File: config.mk
export PLATFORM = sky130hd
export DESIGN_NAME = switch_press_conditioner_flat
export DESIGN_NICKNAME = d
export VERILOG_FILES = /design/src/rtl/switch_press_conditioner_if.sv /design/src/rtl/switch_press_conditioner.sv /design/src/flat_wrapper.sv
export SDC_FILE = /design/constraint.sdc
export NUM_CORES = 1
export LEC_CHECK = 0
export CAP_MARGIN = 25
export CORE_ASPECT_RATIO = 1.2
export CORE_MARGIN = 5
export CORE_UTILIZATION = 40
export DETAILED_ROUTE_END_ITERATION = 8
export DONT_BUFFER_PORTS = 1
export PLACE_DENSITY = 0.52
export SLEW_MARGIN = 10
export SYNTH_ARGS = -nofsm -noshare
export SYNTH_HDL_FRONTEND = slang
export SYNTH_SLANG_ARGS = --single-unit
File: constraint.sdc
create_clock -name clk -period 3.1 [get_ports clk]
set_input_delay 0.775 -clock clk [delete_from_list [all_inputs] [get_ports clk]]
set_output_delay 0.775 -clock clk [all_outputs]
set_load 0.03 [all_outputs]
File: src/rtl/switch_press_conditioner_if.sv
// Press handshake between the switch conditioner and the puzzle core.
// One-hot press index offered with valid, accepted with ready.
interface switch_press_conditioner_if;
  logic [7:0] press_onehot;
  logic       press_valid;
  logic       press_ready;

  modport master (
    output press_onehot,
    output press_valid,
    input  press_ready
  );

  modport slave (
    input  press_onehot,
    input  press_valid,
    output press_ready
  );
endinterface

File: src/rtl/switch_press_conditioner.sv
// Switch front end: sync, debounce, rising-edge press events,
// per-switch pending queue and one-hot press handshake.
module switch_press_conditioner #(
  parameter  int DEBOUNCE_CYCLES = 1000000,
  localparam int CNT_W = $clog2(DEBOUNCE_CYCLES)
) (
  input  logic       clk,
  input  logic       reset,
  input  logic [7:0] sw_raw,
  output logic [7:0] stable_sw,
  output logic       overflow,
  switch_press_conditioner_if.master press_if
);

  localparam logic [CNT_W-1:0] CNT_MAX =
    CNT_W'(DEBOUNCE_CYCLES - 1);

  logic [7:0]       r_sync1;
  logic [7:0]       r_sync2;
  logic [7:0]       r_stable;
  logic [CNT_W-1:0] r_cnt [8];
  logic [7:0]       r_pending;
  logic [7:0]       r_onehot;
  logic             r_valid;
  logic             r_ovf;

  logic [7:0] w_flip;
  logic [7:0] w_rise;
  logic [7:0] w_pick;
  logic [7:0] w_take;
  logic [7:0] w_drop;
  logic       w_load;

  // A bit flips once it has differed for the full debounce window
  always_comb begin
    w_flip = '0;
    for (int i = 0; i < 8; i++) begin
      w_flip[i] = (r_sync2[i] != r_stable[i]) &&
                  (r_cnt[i] == CNT_MAX);
    end
  end

  assign w_rise = w_flip & ~r_stable;
  assign w_load = !r_valid || press_if.press_ready;
  assign w_pick = r_pending & (~r_pending + 8'd1);
  assign w_take = w_load ? w_pick : 8'd0;
  assign w_drop = w_rise & r_pending & ~w_take;

  // Two-flop synchroniser on the raw switch levels
  always_ff @(posedge clk) begin
    if (reset) begin
      r_sync1 <= '0;
      r_sync2 <= '0;
    end else begin
      r_sync1 <= sw_raw;
      r_sync2 <= r_sync1;
    end
  end

  // Per-bit debounce counter; any return to stable restarts it
  always_ff @(posedge clk) begin
    if (reset) begin
      r_stable <= '0;
      for (int i = 0; i < 8; i++) begin
        r_cnt[i] <= '0;
      end
    end else begin
      for (int i = 0; i < 8; i++) begin
        if (r_sync2[i] == r_stable[i]) begin
          r_cnt[i] <= '0;
        end else if (w_flip[i]) begin
          r_stable[i] <= ~r_stable[i];
          r_cnt[i]    <= '0;
        end else begin
          r_cnt[i] <= r_cnt[i] + CNT_W'(1);
        end
      end
    end
  end

  // Pending presses: set on rising flip, cleared when loaded
  always_ff @(posedge clk) begin
    if (reset) begin
      r_pending <= '0;
      r_ovf     <= 1'b0;
    end else begin
      r_pending <= (r_pending & ~w_take) | w_rise;
      if (w_drop != 8'd0) begin
        r_ovf <= 1'b1;
      end
    end
  end

  // Output stage: lowest pending switch first, holds while stalled
  always_ff @(posedge clk) begin
    if (reset) begin
      r_onehot <= '0;
      r_valid  <= 1'b0;
    end else if (w_load) begin
      r_onehot <= w_pick;
      r_valid  <= (r_pending != 8'd0);
    end
  end

  assign stable_sw             = r_stable;
  assign overflow              = r_ovf;
  assign press_if.press_onehot = r_onehot;
  assign press_if.press_valid  = r_valid;

endmodule

File: src/flat_wrapper.sv
// flat-port wrapper written by rule: the top's interface ports become plain ports
module switch_press_conditioner_flat 
#(
  parameter  int DEBOUNCE_CYCLES = 1000000,
  localparam int CNT_W = $clog2(DEBOUNCE_CYCLES)
)
  (clk, reset, sw_raw, stable_sw, overflow, press_if_press_onehot, press_if_press_valid, press_if_press_ready);
  switch_press_conditioner_if press_if_i ();
  input  logic clk;
  input  logic reset;
  input  logic [7:0] sw_raw;
  output logic [7:0] stable_sw;
  output logic overflow;
  output wire logic [$bits(press_if_i.press_onehot)-1:0] press_if_press_onehot;
  output wire logic [$bits(press_if_i.press_valid)-1:0] press_if_press_valid;
  input wire logic [$bits(press_if_i.press_ready)-1:0] press_if_press_ready;
  assign press_if_press_onehot = press_if_i.press_onehot;
  assign press_if_press_valid = press_if_i.press_valid;
  assign press_if_i.press_ready = press_if_press_ready;
  switch_press_conditioner #(.DEBOUNCE_CYCLES(DEBOUNCE_CYCLES)) u_core (.clk(clk), .reset(reset), .sw_raw(sw_raw), .stable_sw(stable_sw), .overflow(overflow), .press_if(press_if_i));
endmodule
==> summary.txt <==
Run status
  • Status: complete, no violations

Yosys
  • Most frequent cell after synthesis: nor2_1
  • Post-synthesis compound-gate area fraction: 2.33%
  • Mux cell area share after synthesis: 0.491%
  • Post-synth top area share: 47.2%
  • Post-synthesis sequential area ratio: 55.4%
  • Distinct cells, synth: 54
  • Ys flop type: edfxtp_1
  • Fraction of registers with async set/reset: 0%
  • Largest cells by area after synthesis: edfxtp_1 47%, dfxtp_1 8.3%, nor2_1 8.0%
  • Yosys top cell by area: edfxtp_1
  • Synth Area in XOR/XNOR: 13.0%
  • Post-synth EDFFs: 160
  • Largest family of logic cells by synthesized area: simple AND/OR/NAND/NOR gates
  • Top post-synthesis cells by count: 217 x nor2_1, 160 x edfxtp_1, 92 x xnor2_1
  • Seq cells post-synth: 202
  • Adder-Cell Fraction of Synth Area: 0.982%
  • Synth warnings: 0
  • Syn_area_per_cell: 10.4 µm²
  • Post-Syn Area: 10200 µm²
  • Synthesized instance count: 976
  • Post-synthesis simple-gate area fraction: 25.5%

Floorplanning
  • Chip width: 156 µm
  • Number of I/O pins: 29
  • # rows: 64
  • Core area: 25300 µm²
  • Die extent in y: 185 µm
  • Initial Util: 40.3%
  • Die ar.: 28800 µm²

STA
  • Rel. slew slack: 41.1%
  • Fin. Hold Viols: 0
  • Crit share post-route: 75.5%
  • Setup_tns: 0 ns
  • Slew Viols, Final: 0
  • Max Freq: 428 MHz
  • RSZ-0062 raised after global routing: no
  • Period minus WS final: 2.34 ns
  • Worst-Margin Slew: 0.879 ns
  • Final setup vio count: 0
  • Post-Route Skew: 0.0116 ns
  • Final Worst Setup Slack: 0.761 ns

Clock network
  • Clock sink total: 202
  • Clk slew on worst S/H paths: 0.06 ns
  • Root buffer cell: clkbuf_16
  • Clock buffer depth: 3
  • Skew-Pair Late Insertion Delay: 0.51 ns
  • Post-CTS Setup Repair Bufs: 0
  • Hold buffer count at cts: 0
  • H-tree levels: 1
  • TritonCTS clock tree: done
  • Post_cts resized: 0
  • CTS buffer count: 24

Pwr
  • Final Total Pwr: 6030 µW
  • Combinational power share: 3.1%
  • Maximum vdd ir drop: 0.000381 V
  • Pwr Density: 507 nW/µm²
  • Pint: 4750 µW
  • Clk network pwr share: 45.0%
  • Leakage: 0.00406 µW
  • Sequential Power Share: 51.8%
  • Sw power: 1280 µW
  • Switching portion of total power: 21.3%

Setup path
  • Reg2reg path depth: 6
  • Worst Setup End Kind: flip-flop
  • WS Path Type: flip-flop to flip-flop
  • FF-to-FF Start: u_core.r_cnt[0][20]
  • Reg2Reg Setup Slack: 0.76 ns
  • CP startpoint kind: flip-flop
  • Critical path arrival: 2.59 ns
  • Critical path fanouts, max: 14
  • Req. time, crit path: 3.36 ns
  • R2r endpoint: u_core.r_cnt[0][28]

Layout
  • Ant. Diodes: 0
  • Post-route design area: 11900 µm²
  • Layout cells sized above 1: 5.01%
  • Multi-input gate area: 4910 µm²
  • Net count, final: 1160
  • FF/Latch Area: 5650 µm²
  • # fillers: 2470
  • Area Overhead vs Synth: 16.8%

Run
  • Maxcap violations: 0

Hold path
  • Hold_sp: reset
  • Worst hold endpoint: u_core.r_sync2[6]
  • Hold Crit Depth: 1
  • Worst hold-check path type: input port to flip-flop

GRT
  • Initial antenna violation count: 0
  • Pin count of the biggest net entering global routing: 51
  • Total grt overflow: 0
  • Total Routing Usage GR: 13.2%
  • First-pass GRT wire length: 31.8 mm
  • Vias in the first global route: 6688

Routing
  • WL per Instance: 12.6 µm
  • ANT nets after route: 0
  • Vias/cell: 4.62
  • DR pass1 iterations: 4
  • Iteration-0 DRC Markers: 307
  • Total number of vias: 6868
  • Final WL: 18.7 mm
  • DRC: 0

Placement
  • DP Wirelength: 13.2 mm
  • Cell Area, Placed: 11100 µm²
  • Pre-CTS setup slack: 0.726 ns
  • IO Port Bufs: 0
  • Final Wtd Congestion: 0.751
[critical path: stages (launching register included)]
cell and delay [ns]:
edfxtp_1 0.44, ha_1 0.28, nand3_2 0.20, nor4_1 0.51, or3_1 0.33, buf_4 0.26
nor2_1 0.07
[registers in the layout (all words and copies together), names as in the netlist]
signal                        cells
u_core.press_if.press_onehot      8
u_core.r_pending                  8
u_core.r_sync1                    8
u_core.press_if.press_valid       1
u_core.overflow                   1
u_core.stable_sw                  8
u_core.r_sync2                    8
u_core.r_cnt                    160
[routing by layer]
metal | up-vias | part of all wire, % | GRT usage (%)
li1 | 3593 | - | -
met2 | 76 | 46 | 22.1
met4 | 0 | 1.5 | 3.47
met5 | - | 0 | 0
met3 | 19 | 5.5 | 3.34
met1 | 3180 | 47 | 17.2
[power groups by stage]
stage	clock (µW)	combinational (µW)	sequential [µW]
2_1_floorplan	0	174	3150
3_3_place_gp	0	186	3180
3_5_place_dp	0	185	3180
4_1_cts	2840	187	3130
5_1_grt	2950	220	3140
6_report	2720	188	3130
[worst max path at each step]
stage	startpoint	endpoint	slack (ns)	cells after the start
after floorplan	press_if_press_ready	u_core.overflow	1.18	6
after global placement	press_if_press_ready	u_core.overflow	0.72	5
after detailed placement	press_if_press_ready	u_core.overflow	0.73	5
after CTS	u_core.r_cnt[0][20]	u_core.r_cnt[0][23]	0.75	6
after global routing	u_core.r_cnt[0][20]	u_core.r_cnt[0][30]	0.55	6
final	u_core.r_cnt[0][20]	u_core.r_cnt[0][28]	0.76	6
[kinds of logic (layout without fill, tap and decap cells)]
| logic type | count (synthesis) | in the layout |
|---|---|---|
| simple gates | 521 | 521 |
| flops | 202 | 202 |
| xor+xnor | 151 | 151 |
| buf+inv | 55 | 78 |
| compound gates | 33 | 33 |
| fa+ha+maj | 8 | 8 |
| mux | 5 | 5 |
| other cells | 1 | 160 |
[stage by stage]
stage / hold slack [ns] / cells / util [%]
global placement: 0.420 / 1445 / 44.0
global route: 0.301 / 1488 / 47.0
CTS: 0.303 / 1488 / 47.0
finish: 0.336 / 1488 / 47.0
detailed placement: 0.424 / 1445 / 44.0
floorplan: 0.414 / 1135 / -
[final cells by class]
class | instances | share of cell area, %
Tap cell | 330 | 3.47
Clock inverter | 6 | 0.273
Clock buffer | 37 | 6.24
Timing Repair Buffer | 6 | 0.379
Multi-Input combinational cell | 878 | 41.3
Sequential cell | 202 | 47.4
Inverter | 29 | 0.915
[layout by cell type, fill, tap and decap left out, drive strengths merged, types with 24 or more instances in the layout]
cell and instances:
nand3 63, inv 28, nor2 217, nand4 26
xor2 59, nor3 34, conb 160, nor4 24
clkbuf 37, dfxtp 42, nand2 54, edfxtp 160
xnor2 92
No activity file was read; power rests on OpenSTA's default activity.
